<file path="src/rtl/play_state_sequencer.sv">
// Frame-rate game sequencer feeding color_mapper: play/power/dying/over/win flow,
// ghost release schedule, lives and mouth animation. Define MOUTH_ANIM_EN to build the mouth animator.
module play_state_sequencer #(
    parameter int MOUTH_PERIOD    = 8,
    parameter int REVERSAL_FRAMES = 360,
    parameter int GREEN_RELEASE   = 120,
    parameter int AQUA_RELEASE    = 240,
    parameter int RESPAWN_FRAMES  = 90
) (
    input  logic       Clk,
    input  logic       Reset,
    input  logic       frame_tick,
    input  logic       start,
    input  logic       power_pellet,
    input  logic       ghost_hit,
    input  logic       dots_cleared,
    output logic       closePacman,
    output logic       reversal,
    output logic       red_enable,
    output logic       green_enable,
    output logic       aqua_enable,
    output logic       death,
    output logic       victory,
    output logic       freeze,
    output logic [1:0] lives,
    output logic       ghost_eaten
);
    typedef enum logic [2:0] {IDLE, PLAY, POWER, DYING, OVER, WIN} state_t;

    localparam logic [9:0] REV_LOAD  = 10'(REVERSAL_FRAMES);
    localparam logic [9:0] RESP_LOAD = 10'(RESPAWN_FRAMES);
    localparam logic [9:0] GREEN_AT  = 10'(GREEN_RELEASE);
    localparam logic [9:0] AQUA_AT   = 10'(AQUA_RELEASE);

    if (MOUTH_PERIOD < 1 || MOUTH_PERIOD > 255 || REVERSAL_FRAMES < 1 || REVERSAL_FRAMES > 1023 ||
        RESPAWN_FRAMES < 1 || RESPAWN_FRAMES > 1023) begin : g_bad_param
        $error("play_state_sequencer: parameter out of range");
    end

    state_t     state_reg, state_next;
    logic [1:0] lives_reg, lives_next;
    logic [9:0] rel_cnt_reg, rel_cnt_next;
    logic [9:0] timer_reg, timer_next;   // shared by the power window and the respawn freeze
    logic       red_reg, red_next;
    logic       green_reg, green_next;
    logic       aqua_reg, aqua_next;
    logic       eaten_reg, eaten_next;
    logic       active_next;

    always_comb begin
        state_next   = state_reg;
        lives_next   = lives_reg;
        rel_cnt_next = rel_cnt_reg;
        timer_next   = timer_reg;
        red_next     = red_reg;
        green_next   = green_reg;
        aqua_next    = aqua_reg;
        eaten_next   = 1'b0;
        case (state_reg)
            IDLE: begin
                if (start) begin
                    state_next   = PLAY;
                    rel_cnt_next = '0;
                end
            end
            PLAY, POWER: begin
                if (frame_tick && rel_cnt_reg != 10'd1023) rel_cnt_next = rel_cnt_reg + 10'd1;
                if (state_reg == POWER && frame_tick) begin
                    if (timer_reg <= 10'd1) begin
                        state_next = PLAY;
                        timer_next = '0;
                    end else begin
                        timer_next = timer_reg - 10'd1;
                    end
                end
                // Event priority: dots > ghost hit > pellet; loads override the decrement above.
                if (dots_cleared) begin
                    state_next = WIN;
                end else if (ghost_hit) begin
                    if (state_reg == PLAY) begin
                        state_next = DYING;
                        lives_next = (lives_reg == 2'd0) ? 2'd0 : lives_reg - 2'd1;
                        timer_next = RESP_LOAD;
                    end else begin
                        eaten_next = 1'b1;
                    end
                end else if (power_pellet) begin
                    state_next = POWER;
                    timer_next = REV_LOAD;
                end
            end
            DYING: begin
                if (frame_tick) begin
                    if (timer_reg <= 10'd1) begin
                        timer_next = '0;
                        if (lives_reg == 2'd0) begin
                            state_next = OVER;
                        end else begin
                            state_next   = PLAY;
                            rel_cnt_next = '0;
                            green_next   = 1'b0;
                            aqua_next    = 1'b0;
                        end
                    end else begin
                        timer_next = timer_reg - 10'd1;
                    end
                end
            end
            default: ;
        endcase

        active_next = (state_next == PLAY) || (state_next == POWER);
        if (active_next) begin
            red_next   = 1'b1;
            green_next = green_next | (rel_cnt_next >= GREEN_AT);
            aqua_next  = aqua_next | (rel_cnt_next >= AQUA_AT);
        end
        if (state_next == OVER) begin
            red_next   = 1'b0;
            green_next = 1'b0;
            aqua_next  = 1'b0;
        end
    end

    always_ff @(posedge Clk) begin
        if (Reset) begin
            state_reg   <= IDLE;
            lives_reg   <= 2'd3;
            rel_cnt_reg <= '0;
            timer_reg   <= '0;
            red_reg     <= 1'b0;
            green_reg   <= 1'b0;
            aqua_reg    <= 1'b0;
            eaten_reg   <= 1'b0;
        end else begin
            state_reg   <= state_next;
            lives_reg   <= lives_next;
            rel_cnt_reg <= rel_cnt_next;
            timer_reg   <= timer_next;
            red_reg     <= red_next;
            green_reg   <= green_next;
            aqua_reg    <= aqua_next;
            eaten_reg   <= eaten_next;
        end
    end

`ifdef MOUTH_ANIM_EN
    logic [7:0] mouth_cnt_reg, mouth_cnt_next;
    logic       mouth_reg, mouth_next;
    logic [8:0] mouth_inc;

    always_comb begin
        mouth_cnt_next = mouth_cnt_reg;
        mouth_next     = mouth_reg;
        mouth_inc      = {1'b0, mouth_cnt_reg} + 9'd1;
        if (!active_next) begin
            mouth_cnt_next = '0;
            mouth_next     = 1'b0;
        end else if (frame_tick && (state_reg == PLAY || state_reg == POWER)) begin
            if (mouth_inc >= 9'(MOUTH_PERIOD)) begin
                mouth_cnt_next = '0;
                mouth_next     = ~mouth_reg;
            end else begin
                mouth_cnt_next = mouth_inc[7:0];
            end
        end
    end

    always_ff @(posedge Clk) begin
        if (Reset) begin
            mouth_cnt_reg <= '0;
            mouth_reg     <= 1'b0;
        end else begin
            mouth_cnt_reg <= mouth_cnt_next;
            mouth_reg     <= mouth_next;
        end
    end

    assign closePacman = mouth_reg;
`else
    assign closePacman = 1'b0;
`endif

    // Screen/mode flags are pure decodes of the registered state.
    assign reversal     = (state_reg == POWER);
    assign death        = (state_reg == OVER);
    assign victory      = (state_reg == WIN);
    assign freeze       = !((state_reg == PLAY) || (state_reg == POWER));
    assign red_enable   = red_reg;
    assign green_enable = green_reg;
    assign aqua_enable  = aqua_reg;
    assign lives        = lives_reg;
    assign ghost_eaten  = eaten_reg;
endmodule

</file>
<file path="config.mk">
export PLATFORM = sky130hd
export DESIGN_NAME = play_state_sequencer
export DESIGN_NICKNAME = d
export VERILOG_FILES = /design/src/rtl/play_state_sequencer.sv
export SDC_FILE = /design/constraint.sdc
export NUM_CORES = 1
export LEC_CHECK = 0
export CORE_MARGIN = 5
export CORE_UTILIZATION = 50
export DETAILED_ROUTE_END_ITERATION = 10
export PLACE_DENSITY_LB_ADDON = 0.25
export SLEW_MARGIN = 10
export SYNTH_ARGS = -nofsm -noshare
export SYNTH_HDL_FRONTEND = slang
export SYNTH_SLANG_ARGS = --single-unit
</file>
<file path="constraint.sdc">
create_clock -name Clk -period 7.3 [get_ports Clk]
set_input_delay 0.73 -clock Clk [delete_from_list [all_inputs] [get_ports Clk]]
set_output_delay 0.73 -clock Clk [all_outputs]
set_load 0.05 [all_outputs]
</file>
==> results of run 1 <==
final timing paths:
| kind | start | to | slack, ps |
|---|---|---|---|
| setup / recovery | state_reg[1]$_SDFF_PP0_ | freeze | 3740 |
| hold / removal | green_enable$_SDFF_PP0_ | green_enable$_SDFF_PP0_ | 470 |
| setup reg to reg | state_reg[1]$_SDFF_PP0_ | green_enable$_SDFF_PP0_ | 4400 |
| hold reg to reg | green_enable$_SDFF_PP0_ | green_enable$_SDFF_PP0_ | 470 |
per-layer routing:
layer  wire (um)  GRT usage
met5           0          0
met4          70     0.0656
met3         303     0.0388
met2        2080      0.285
met1        2320      0.272
worst reg2reg max path, cell delays in order, from the launching register on:
cell and delay (ps):
dfxtp_1 600, xnor2_1 160, nor2_1 560, inv_1 400, o41ai_1 470, a21oi_1 140, o311ai_1 290, a32o_1 200
through the flow:
stage,cells,hold slack (ps),setup WS (ps),instance area (um^2)
after floorplan,260,450,4570,1950
after global placement,310,460,4080,2100
after detailed placement,310,459,4040,2100
after CTS,317,468,3770,2180
after global routing,317,504,3480,2180
final,317,467,3740,2180
power by group:
part           total (mW)  leakage [nW]  switching [mW]  internal (mW)
Clock               0.136        0.0443          0.0613         0.0747
Sequential          0.190         0.235          0.0189          0.171
Combinational       0.215         0.468           0.137         0.0783
cell families after synthesis:
group           share of synthesized area
xor+xnor                           0.0135
buf+inv                            0.0501
flops                               0.298
fa+ha+maj                          0.0193
other cells                       0.00193
compound gates                      0.303
mux                               0.00514
simple gates                        0.308
Yosys cell counts (4+ instances only):
cell and instances:
o31ai_1 5, nor3_1 15, nand2_1 23, a31oi_1 4, o21ai_0 23, clkbuf_1 11, nor3b_1 6, nor2_1 35
a21oi_1 23, nor2b_1 4, dfxtp_1 29, inv_1 7, a221oi_1 4
final cells by class:
type | instances | share of cell area
tap | 48 | 0.0275
timing repair buffer | 16 | 0.0734
clock buffer | 7 | 0.0396
inverter | 7 | 0.0120
multi-input combinational | 210 | 0.581
sequential | 29 | 0.266
==> run summary, run 1 <==
fillers - 370
Required @ worst endpoint - 6570 ps
total number of vias - 1912
GP Congestion - 0.846
drt first pass iters - 5
Via density - 6.03
post-route ant nets - 0
number of global-route vias before repair - 1726
#FFs+latches synth - 29
Max Clock Skew - 3.65 ps
Clock Sinks - 29
setup bufs post-CTS - 0
Max Buffers Root-to-Sink - 2
Post-synth EDFFs - 0
CP max stage cell - clkdlybuf4s50_1
synth unique cells - 55
Final Hold Fails - 0
io pins - 18
clock-pin slew on the worst setup and hold paths - 60 ps
largest area contributor in the netlist - dfxtp_1
most frequent cells in the layout - nor2_1, dfxtp_1, nand2_1, o21ai_0, a21oi_1
Port Buffers - 16
synth warn - 0
area share of the largest cell type after synthesis - 0.298
Worst setup EP type - primary output
CP startpoint kind - flip-flop
slowest stage delay, CP - 800 ps
Final nets - 279
total wire length - 4780 um
Setup Crit Path Kind - flip-flop to primary output
critical path arrival - 2830 ps
Starting Density - 0.524
CP Depth - 4
cell count of the worst hold path - 1
first-pass GRT wire length - 8070 um
CORE AREA - 3720 um^2
CP cell instances - xnor2_1, nor2_1, inv_1, clkdlybuf4s50_1
RSZ-0062 raised after global routing - false
Primary FF master, synth - dfxtp_1
syn_area_per_cell - 7.49 um^2
crit path time final - 3560 ps
initial antenna violation count - 0
synth top area cells - dfxtp_1, nor2_1, a21oi_1
fin crit share - 0.487
Least-Margin Pin Slew - 1080 ps
fin util - 0.587
Syn Inst Count - 260
Max Cap Viol - 0
n_diodes - 0
Post-CTS Resized - 0
PD cells - 248 nW/um^2
GR Util All Layers - 0.191
cell family with most CP delay - buffers and inverters
DIE HEIGHT - 72.4 um
total CTS buffers - 5
Tightest Hold Check Type - flip-flop to flip-flop
status - finished clean
area of the multi-input gates - 1270 um^2
detailed placer's ending HPWL - 3390 um
largest net degree at the start of global routing - 30
async set-reset flop share out of synthesis - 0
most common cell after layout, fill and taps aside - nor2_1
total negative setup slack - 0 ps
Clock Latency Late Sink - 280 ps
VDD IR max - 0.127 mV
root buffer cell - clkbuf_8
Buf+Inv Stages, Crit Path - 2
GRT overflow - 0
syn_nets - 270
CP Max Fanout - 16
Final setup viols - 0
Area growth syn-to-layout - 12.1%
H-tree depth - 2
share of layout cells above drive strength 1 - 0.0632
Slew HR - 0.276
R2R depth - 7
number of remaining DRC errors - 0
Die ar. - 5240 um^2
achievable clock frequency - 0.281 GHz
TritonCTS clock tree - yes
Static Leak - 0.747 nW
hold buffers post-CTS - 0
synthesized area - 1950 um^2
Final Slew Violations - 0
area occupied by registers - 581 um^2
initial DRC count - 103
sequential fraction of the synthesis area - 0.298
die width - 72.4 um
# rows - 22
WL per Instance - 15.1 um
total power - 541 uW
Power figures use the tool's default switching activity.
==> run 2: changes to the inputs <==
==> constraint.sdc (replaced) <==
create_clock -name Clk -period 3.38 [get_ports Clk]
set_input_delay 0.338 -clock Clk [delete_from_list [all_inputs] [get_ports Clk]]
set_output_delay 0.338 -clock Clk [all_outputs]
set_load 0.05 [all_outputs]
==> run summary, run 2 (synthesis results as in run 1) <==
n_diodes - 0
drt first pass iters - 5
GRT Max-Usage Layer - met2
GR Util All Layers - 0.183
CP endpoint - freeze
initial DRC count - 116
Final nets - 285
total wire length - 4770 um
setup bufs post-CTS - 0
hold buffers post-CTS - 0
Final setup viols - 0
Final Hold Fails - 0
Clock Latency Late Sink - 280 ps
status - finished clean
largest net degree at the start of global routing - 19
CP Max Fanout - 17
met1 Use GR - 0.258
met3 Use GR - 0.0485
die width - 72.4 um
Worst R2R Setup Slack - 630 ps
reg2reg end - green_enable$_SDFF_PP0_
total CTS buffers - 5
CP startpoint kind - flip-flop
Post-CTS Resized - 0
Static Leak - 0.772 nW
Starting Density - 0.524
WL per Instance - 14.7 um
Final Slew Violations - 0
DIE HEIGHT - 72.4 um
fin crit share - 0.892
Least-Margin Pin Slew - 863 ps
GRT overflow - 0
hold path start - green_enable$_SDFF_PP0_
total power - 1.17 mW
Area growth syn-to-layout - 14.1%
Slew HR - 0.423
most common cell after layout, fill and taps aside - nor2_1
Max Cap Viol - 0
Clock Sinks - 29
Port Buffers - 16
critical path arrival - 2680 ps
clock-pin slew on the worst setup and hold paths - 60 ps
VDD IR max - 0.400 mV
total negative setup slack - 0 ps
share of layout cells above drive strength 1 - 0.0797
PD cells - 526 nW/um^2
crit path time final - 3020 ps
Setup Crit Path Kind - flip-flop to primary output
WHS - 483 ps
reg2reg start - state_reg[2]$_SDFF_PP0_
number of remaining DRC errors - 0
achievable clock frequency - 0.332 GHz
H-tree depth - 2
Die ar. - 5240 um^2
detailed placer's ending HPWL - 3510 um
initial antenna violation count - 0
Required @ worst endpoint - 3040 ps
root buffer cell - clkbuf_8
CORE AREA - 3720 um^2
Max Buffers Root-to-Sink - 2
Max Clock Skew - 6.29 ps
Tightest Hold Check Type - flip-flop to flip-flop
TritonCTS clock tree - yes
met2 GRT Util - 0.278
post-route ant nets - 0
# rows - 22
Worst setup EP type - primary output
GP Congestion - 0.924
R2R depth - 7
Placed Area - 2140 um^2
first-pass GRT wire length - 7850 um
number of global-route vias before repair - 1753
most frequent cells in the layout - nor2_1, dfxtp_1, nand2_1, o21ai_0, a21oi_1
fin area - 2220 um^2
total number of vias - 1960
RSZ-0062 raised after global routing - false
io pins - 18
Critical Path Start - state_reg[2]$_SDFF_PP0_
Via density - 6.05
==> run 2: cell count changes in the layout (fill, tap and decap cells not counted), sizes merged <==
| cell | previous run | this run |
|---|---|---|
| clkbuf | 7 | 8 |
| buf | 0 | 6 |
==> run 2: worst max-delay path, cell delays in order, from the launching register on <==
cell             delay [ps]
dfxtp_1                 460
nor2_1                  740
inv_1                   400
clkdlybuf4s50_1         800
==> run 2: cell type report <==
class,count,area (um^2)
Fill cell,346,1500
Multi-Input combinational cell,210,1270
Sequential cell,29,581
Timing Repair Buffer,22,205
Clock buffer,8,80.1
Tap cell,48,60.1
Inverter,7,26.3
==> run 2: how the worst min path moves through the flow <==
stage / end / slack, ps / cells after the start
after floorplan: timer_reg[6]$_SDFFE_PP0P_ / 450 / 2
after global placement: green_enable$_SDFF_PP0_ / 470 / 1
after detailed placement: green_enable$_SDFF_PP0_ / 470 / 1
after CTS: red_enable$_SDFFE_PP0P_ / 490 / 2
after global routing: green_enable$_SDFF_PP0_ / 510 / 1
final: green_enable$_SDFF_PP0_ / 480 / 1
==> run 2: power by group <==
| part | total (mW) | internal, mW | switching [mW] |
|---|---|---|---|
| sequential | 0.399 | 0.369 | 0.0300 |
| clock | 0.273 | 0.146 | 0.127 |
| combinational | 0.496 | 0.185 | 0.312 |
| total | 1.17 | 0.699 | 0.469 |
==> run 2: layer usage <==
layer | share of wire | vias to the layer above | wire length (um)
met5 | 0 | - | 0
met4 | 0.0092 | 0 | 44
met3 | 0.041 | 6 | 197
met2 | 0.44 | 47 | 2090
met1 | 0.51 | 914 | 2440
li1 | - | 993 | -
==> run 2: through the flow <==
step | std cells | util | setup WS [ps]
after floorplan | 260 | - | 654
after global placement | 316 | 0.576 | 581
after detailed placement | 316 | 0.576 | 539
after CTS | 324 | 0.598 | 417
after global routing | 324 | 0.598 | 313
final | 324 | 0.598 | 365
==> run 3: changes to the inputs <==
--- a/config.mk
+++ b/config.mk
@@ -6,7 +6,7 @@
 export NUM_CORES = 1
 export LEC_CHECK = 0
 export CORE_MARGIN = 5
-export CORE_UTILIZATION = 50
+export CORE_UTILIZATION = 55
 export DETAILED_ROUTE_END_ITERATION = 10
 export PLACE_DENSITY_LB_ADDON = 0.25
 export SLEW_MARGIN = 10
==> run summary, run 3 (synthesis results as in run 1) <==
status - finished clean
fillers - 309
area occupied by registers - 581 um^2
fin area - 2180 um^2
CORE AREA - 3390 um^2
DIE HEIGHT - 69.5 um
number of remaining DRC errors - 0
Max Buffers Root-to-Sink - 2
achievable clock frequency - 0.349 GHz
first-pass GRT wire length - 7890 um
H-tree depth - 2
critical path arrival - 2530 ps
CP startpoint kind - flip-flop
die width - 69.5 um
io pins - 18
Max Clock Skew - 6.54 ps
Area growth syn-to-layout - 12.1%
hold buffers post-CTS - 0
most frequent cells in the layout - nor2_1, dfxtp_1, nand2_1, o21ai_0, a21oi_1
Worst setup EP type - primary output
PD cells - 498 nW/um^2
GRT overflow - 0
Port Buffers - 16
Placed Area - 2130 um^2
total number of vias - 1967
total CTS buffers - 5
clock-pin slew on the worst setup and hold paths - 90 ps
Max Cap Viol - 0
Required @ worst endpoint - 3040 ps
GR Util All Layers - 0.195
setup bufs post-CTS - 0
detailed placer's ending HPWL - 3390 um
Die ar. - 4830 um^2
number of global-route vias before repair - 1714
Via density - 6.13
Final Hold Fails - 0
initial DRC count - 145
Comb power frac - 0.449
Tightest Hold Check Type - flip-flop to flip-flop
GP Congestion - 0.872
Setup Crit Path Kind - flip-flop to primary output
Post-CTS Resized - 0
drt first pass iters - 4
clock share of power - 0.184
share of layout cells above drive strength 1 - 0.0836
n_diodes - 0
Internal Pwr Total - 630 uW
Clock Latency Late Sink - 330 ps
VDD IR max - 0.305 mV
Starting Density - 0.574
# rows - 21
fin crit share - 0.848
RSZ-0062 raised after global routing - false
NetSw - 457 uW
Clock Sinks - 29
Slew HR - 0.450
Final nets - 284
Reg power frac - 0.366
TritonCTS clock tree - yes
WL per Instance - 14.2 um
total wire length - 4570 um
Final Slew Violations - 0
initial antenna violation count - 0
total negative setup slack - 0 ps
Least-Margin Pin Slew - 822 ps
post-route ant nets - 0
crit path time final - 2870 ps
area of the multi-input gates - 1270 um^2
cell count of the worst hold path - 1
largest net degree at the start of global routing - 19
root buffer cell - clkbuf_4
sw frac - 0.420
R2R depth - 7
CP Max Fanout - 17
most common cell after layout, fill and taps aside - nor2_1
Final setup viols - 0
Static Leak - 0.760 nW
run 3: cell types whose count changed in the layout (fill, tap and decap cells not counted), sizes merged:
cell / previous run / this run
buf: 6 / 5
clkbuf: 8 / 6
clkinv: 0 / 2
run 3: power groups by stage:
stage | clock network [mW] | logic [mW] | registers (mW)
3_3_place_gp | 0 | 0.476 | 0.405
6_report | 0.200 | 0.488 | 0.398
4_1_cts | 0.212 | 0.482 | 0.398
5_1_grt | 0.223 | 0.537 | 0.404
3_5_place_dp | 0 | 0.480 | 0.406
2_1_floorplan | 0 | 0.362 | 0.414
run 3: final cells by class:
cell class	count	area share
Multi-Input combinational cell	210	0.581
Sequential cell	29	0.266
Timing Repair Buffer	21	0.0906
Tap cell	46	0.0264
Clock buffer	6	0.0189
Inverter	7	0.0120
Clock inverter	2	0.00459
run 3: worst paths after layout:
kind / from / to / slack [ps]
setup / recovery: state_reg[2]$_SDFF_PP0_ / freeze / 510
hold / removal: aqua_enable$_SDFF_PP0_ / aqua_enable$_SDFF_PP0_ / 480
setup reg to reg: timer_reg[4]$_SDFFE_PP0P_ / green_enable$_SDFF_PP0_ / 670
hold reg to reg: aqua_enable$_SDFF_PP0_ / aqua_enable$_SDFF_PP0_ / 480
run 3: metal layers:
| metal | vias to the layer above | GRT usage | part of all wire |
|---|---|---|---|
| li1 | 989 | - | - |
| met1 | 898 | 0.275 | 0.49 |
| met2 | 74 | 0.293 | 0.43 |
| met3 | 6 | 0.0493 | 0.067 |
| met4 | 0 | 0.0521 | 0.012 |
| met5 | - | 0 | 0 |
run 3: stage by stage:
step	setup WS [ps]	instances	util	power, mW	hold slack (ps)
2_1_floorplan	654	260	-	0.776	450
3_3_place_gp	603	313	0.629	0.881	458
3_5_place_dp	563	313	0.629	0.886	459
4_1_cts	512	321	0.644	1.09	490
5_1_grt	321	321	0.644	1.16	508
6_report	514	321	0.644	1.09	484
run 3: worst max-delay path, stage by stage (launching register included):
cell and delay, ps:
dfxtp_1 460, nor2_1 700, inv_1 270, clkdlybuf4s50_1 770
